[src/rtl/life_pkg.sv]
// Shared types and rule constants for the Game of Life grid.
// Rule masks are indexed by live-neighbour count (0..8).
package life_pkg;

   localparam int GEN_W = 16;

   // B3/S23: born with exactly 3, survives with 2 or 3
   localparam logic [8:0] BIRTH   = 9'b0_0000_1000;
   localparam logic [8:0] SURVIVE = 9'b0_0000_1100;

   typedef enum logic [1:0] {
      IDLE,
      STEP,
      COUNT
   } state_t;

endpackage

[src/rtl/life_cell_next.sv]
// Next-state rule for one cell, given its eight neighbours.
// Purely combinational; one instance per grid cell.
module life_cell_next
   import life_pkg::*;
(
   input  logic       alive,
   input  logic [7:0] nbrs,
   output logic       next
);

   logic [3:0] cnt;

   always_comb begin
      cnt = '0;
      for (int i = 0; i < 8; i++) begin
         cnt = cnt + {3'b000, nbrs[i]};
      end
   end

   assign next = alive ? SURVIVE[cnt] : BIRTH[cnt];

endmodule

[src/rtl/life_array_grid.sv]
// ROWS x COLS Game of Life array: one-cycle generation step,
// then a row-serial population count over ROWS cycles.
module life_array_grid
   import life_pkg::*;
#(
   parameter int ROWS = 8,
   parameter int COLS = 8,
   parameter int WRAP = 1,
   localparam int RW = $clog2(ROWS),
   localparam int PW = $clog2(ROWS * COLS + 1)
) (
   input  logic             clk,
   input  logic             reset,
   input  logic             write_enb,
   input  logic [RW-1:0]    wr_row,
   input  logic [COLS-1:0]  vali,
   input  logic [RW-1:0]    rd_row,
   output logic [COLS-1:0]  valo,
   output logic [COLS-1:0]  valo_prev,
   input  logic             step,
   output logic             busy,
   output logic             done,
   output logic [GEN_W-1:0] generation,
   output logic [PW-1:0]    population,
   output logic             stable
);

   logic [COLS-1:0]      cur  [ROWS];
   logic [COLS-1:0]      prev [ROWS];
   logic [ROWS*COLS-1:0] nxt;

   state_t        state_q;
   state_t        state_d;
   logic [RW-1:0] row_q;
   logic [PW-1:0] acc_q;
   logic [PW-1:0] sum;
   logic          do_write;
   logic          do_step;
   logic          last;
   logic          same;
   logic          rd_ok;
   logic          wr_ok;

   // Neighbour k order: NW, N, NE, W, E, SW, S, SE
   for (genvar r = 0; r < ROWS; r++) begin : g_r
      for (genvar c = 0; c < COLS; c++) begin : g_c
         logic [7:0] nb;
         for (genvar k = 0; k < 8; k++) begin : g_k
            localparam int DR = (k < 3) ? -1 : ((k < 5) ? 0 : 1);
            localparam int DC = (k == 0 || k == 3 || k == 5) ? -1 :
                                ((k == 1 || k == 6) ? 0 : 1);
            localparam int NR = r + DR;
            localparam int NC = c + DC;
            localparam int RR = (NR + ROWS) % ROWS;
            localparam int CC = (NC + COLS) % COLS;
            if (WRAP != 0 || (NR >= 0 && NR < ROWS &&
                              NC >= 0 && NC < COLS)) begin : g_in
               assign nb[k] = cur[RR][CC];
            end else begin : g_out
               assign nb[k] = 1'b0;
            end
         end
         life_cell_next u_cell (
            .alive (cur[r][c]),
            .nbrs  (nb),
            .next  (nxt[r*COLS+c])
         );
      end
   end

   assign rd_ok     = int'(rd_row) < ROWS;
   assign wr_ok     = int'(wr_row) < ROWS;
   assign valo      = rd_ok ? cur[rd_row] : '0;
   assign valo_prev = rd_ok ? prev[rd_row] : '0;
   assign busy      = state_q != IDLE;
   assign sum       = acc_q + PW'($countones(cur[row_q]));

   always_comb begin
      same = 1'b1;
      for (int r = 0; r < ROWS; r++) begin
         if (cur[r] != prev[r]) same = 1'b0;
      end
   end

   always_comb begin
      state_d  = state_q;
      do_write = 1'b0;
      do_step  = 1'b0;
      last     = 1'b0;
      unique case (state_q)
         IDLE: begin
            if (write_enb) begin
               do_write = wr_ok;
            end else if (step) begin
               state_d = STEP;
            end
         end
         STEP: begin
            do_step = 1'b1;
            state_d = COUNT;
         end
         COUNT: begin
            if (row_q == RW'(ROWS - 1)) begin
               last    = 1'b1;
               state_d = IDLE;
            end
         end
         default: state_d = IDLE;
      endcase
   end

   always_ff @(posedge clk) begin
      if (reset) begin
         state_q    <= IDLE;
         row_q      <= '0;
         acc_q      <= '0;
         generation <= '0;
         population <= '0;
         stable     <= 1'b0;
         done       <= 1'b0;
         for (int r = 0; r < ROWS; r++) begin
            cur[r]  <= '0;
            prev[r] <= '0;
         end
      end else begin
         state_q <= state_d;
         done    <= last;
         if (do_write) cur[wr_row] <= vali;
         if (do_step) begin
            acc_q <= '0;
            row_q <= '0;
            for (int r = 0; r < ROWS; r++) begin
               cur[r]  <= nxt[r*COLS +: COLS];
               prev[r] <= cur[r];
            end
         end
         if (state_q == COUNT) begin
            acc_q <= sum;
            row_q <= row_q + 1'b1;
            if (last) begin
               row_q      <= '0;
               population <= sum;
               generation <= generation + 1'b1;
               stable     <= same;
            end
         end
      end
   end

endmodule
[config.mk]
export PLATFORM = sky130hd
export DESIGN_NAME = life_array_grid
export DESIGN_NICKNAME = d
export VERILOG_FILES = /design/src/rtl/life_pkg.sv /design/src/rtl/life_cell_next.sv /design/src/rtl/life_array_grid.sv
export SDC_FILE = /design/constraint.sdc
export NUM_CORES = 1
export LEC_CHECK = 0
export ABC_AREA = 1
export CAP_MARGIN = 15
export CORE_UTILIZATION = 35
export DETAILED_ROUTE_END_ITERATION = 12
export GPL_TIMING_DRIVEN = 0
export SLEW_MARGIN = 10
export SYNTH_ARGS = -nofsm -noshare
export SYNTH_HDL_FRONTEND = slang
export SYNTH_HIERARCHICAL = 1
export SYNTH_SLANG_ARGS = --single-unit
[constraint.sdc]
create_clock -name clk -period 5.2 [get_ports clk]
set_input_delay 0.52 -clock clk [delete_from_list [all_inputs] [get_ports clk]]
set_output_delay 0.52 -clock clk [all_outputs]
set_load 0.005 [all_outputs]
==> flow_summary.toml <==
[synthesis]
yosysUniqueCellTypes = 34
syn-instance-count = 3042
synth_warnings = 6
avgSynthCellArea_um2 = 7.40
ys_ff_latch = 168
syn_area_um2 = 22500
ys_seq_area_frac = 0.206
syn-num-nets = 3527

[floorplan]
core.rowCount = 92
dieWidth_um = 256
start_util = 0.356
die_area_um2 = 65400
fp.coreArea_um2 = 63300
die_h_um = 256
ios = 60

[sta]
whs_ps = 471
fmax_mhz = 203
setup_tns_ps = 0
finalCriticalPeriod_ps = 4940
setup_viol_count_final = 0
relSlewSlack = 0.364
worst_slew_pin_slew_ps = 953
post-route-period-util = 0.949
rsz0062_at_grt = "false"
clock_skew_ps = 13.9
final-hold-violation-count = 0
finalMaxSlewViolations = 0

[global_route]
antenna_found_initial = 3
grt_pass1_vias = 18300
overflow = 0
grt_max_degree = 65
grt_pass1_wl_mm = 103
grtUsageTotal = 0.206

[layout]
final_cells = 4010
fin_nets = 3635
mostFrequentLayoutCells = "1102 x inv_1, 377 x nand2_1, 274 x nor2_1"
layout-drive-gt1-share = 0.0278
layout_commonest_cell = "inv_1"
syn_to_final_growth_pct = 11.1

[worst_setup_path]
cp.required_ps = 5550
end_kind = "register"
cp.arrival_ps = 5280
path_max_fanout = 10
start_kind = "register"
critPathKind = "reg -> reg"

[place]
place_congestion = 0.999
placed_cells = 3946
dpl.hpwl_mm = 49.3
portBuffers = 57

[clocking]
clockBufferDepth = 2
cts_buffers = 17
htreeDepth = 4
cts_tree = "yes"
cts.clk_slew.worst_paths_ps = 70
cts_sinks = 168
clock_latency_ps = 460
cts_root_buf = "clkbuf_16"
hold_buffers = 0

[detailed_routing]
wl_per_cell_um = 16.6
drc = 0
dr_total_vias = 18900
ant_nets = 0
vias_per_cell = 4.70
first_iter_violations = 1640
wirelength_mm = 66.6
dr.pass1.iters = 5

[run]
maxCapViolations = 0

[status]
status = "finished, final reports clean"

[hold_path]
hp-class = "reg -> reg"
-- final timing paths --
check / start / endpoint / slack [ps] / cells past startpoint
max: register / population[6] / 260 / 20
min: acc_q[0] / acc_q[0] / 470 / 2
max reg2reg: register / population[6] / 260 / 20
min reg2reg: acc_q[0] / acc_q[0] / 470 / 2
-- worst max-delay path: stages (launching register included) --
cell	delay (ps)
dfxtp_2	420
clkinvlp_4	200
clkbuf_1	280
a21oi_1	160
o21ai_0	100
nand3_1	150
nand2_1	100
fa_1	510
inv_1	60
fa_1	540
inv_1	60
fa_1	540
inv_1	60
fa_1	490
fa_1	430
nand3_1	100
nand3_1	100
and3_1	190
xor2_1	150
o21ai_0	140
inv_1	50
-- synth_stat cells --
master	n	area [um2]
and3_1	2	12.5
nor2_1	275	1030
clkbuf_1	38	143
nand4_2	2	25.0
nand2_1	377	1420
o21ai_0	176	881
a31oi_1	18	113
nand2_2	2	12.5
o211ai_1	2	15.0
o21ai_1	1	5.00
a221oi_1	15	131
nand3_1	152	761
nor3_1	5	25.0
xnor2_1	9	78.8
dfxtp_1	40	801
o21a_1	4	30.0
fa_1	261	5230
nand4_1	9	56.3
ha_1	206	2580
nor2_8	1	20.0
xor2_1	20	175
nor3_2	1	10.0
clkinv_1	5	18.8
buf_2	12	60.1
and2_0	1	6.26
inv_1	1103	4140
nand2_4	1	11.3
inv_2	1	3.75
or2_2	1	6.26
edfxtp_1	128	3840
buf_1	7	26.3
o22ai_1	3	18.8
nor2_4	3	33.8
a21oi_1	161	806
-- timing repair --
| action | 4_1_cts | 5_1_grt |
|---|---|---|
| endpoints found under the setup margin | 0 | 2 |
| setup buffers | 0 | 31 |
| resized for setup | 0 | 2 |
-- stage by stage --
stage / worst slack (ps) / area (um2) / util
after floorplan: 779 / 22500 / -
after detailed placement: 130 / 24200 / 0.382
after global placement: 183 / 24100 / 0.381
after CTS: 110 / 24800 / 0.392
final: 263 / 25000 / 0.395
after global routing: 1.29 / 25000 / 0.395
-- registers in the layout, summed over array words and instances (netlist names), named ones only --
signal and count:
acc_q 7, cur 64, done 1, generation 16, population 7, prev 64
row_q 3, stable 1, state_q 2
-- cells by family after synthesis --
| family | count (synthesis) | share of synthesized area |
|---|---|---|
| xor+xnor | 29 | 0.0113 |
| compound gates | 380 | 0.0888 |
| flops | 168 | 0.206 |
| buf+inv | 1166 | 0.195 |
| simple gates | 832 | 0.152 |
| fa+ha+maj | 467 | 0.346 |
-- layer usage --
layer	track usage	vias up	routed length (um)
met1	0.273	8953	28700
met5	0	-	0
met4	0.0837	0	2410
met3	0.0220	116	4270
li1	-	9180	-
met2	0.342	610	31200
-- layout make-up --
type                       count  area (um2)
multi-input combinational   1708       13500
sequential                   168        4650
tap                          846        1060
clock buffer                  21         450
antenna                        1        2.50
fill                        6657       38300
timing repair buffer          89         818
clock inverter                11         170
buffer                        57         229
inverter                    1109        4170
Power is left out: the tool's default activity adds up to more than one toggle a clock period on the data nets, which glitch-free logic cannot reach.
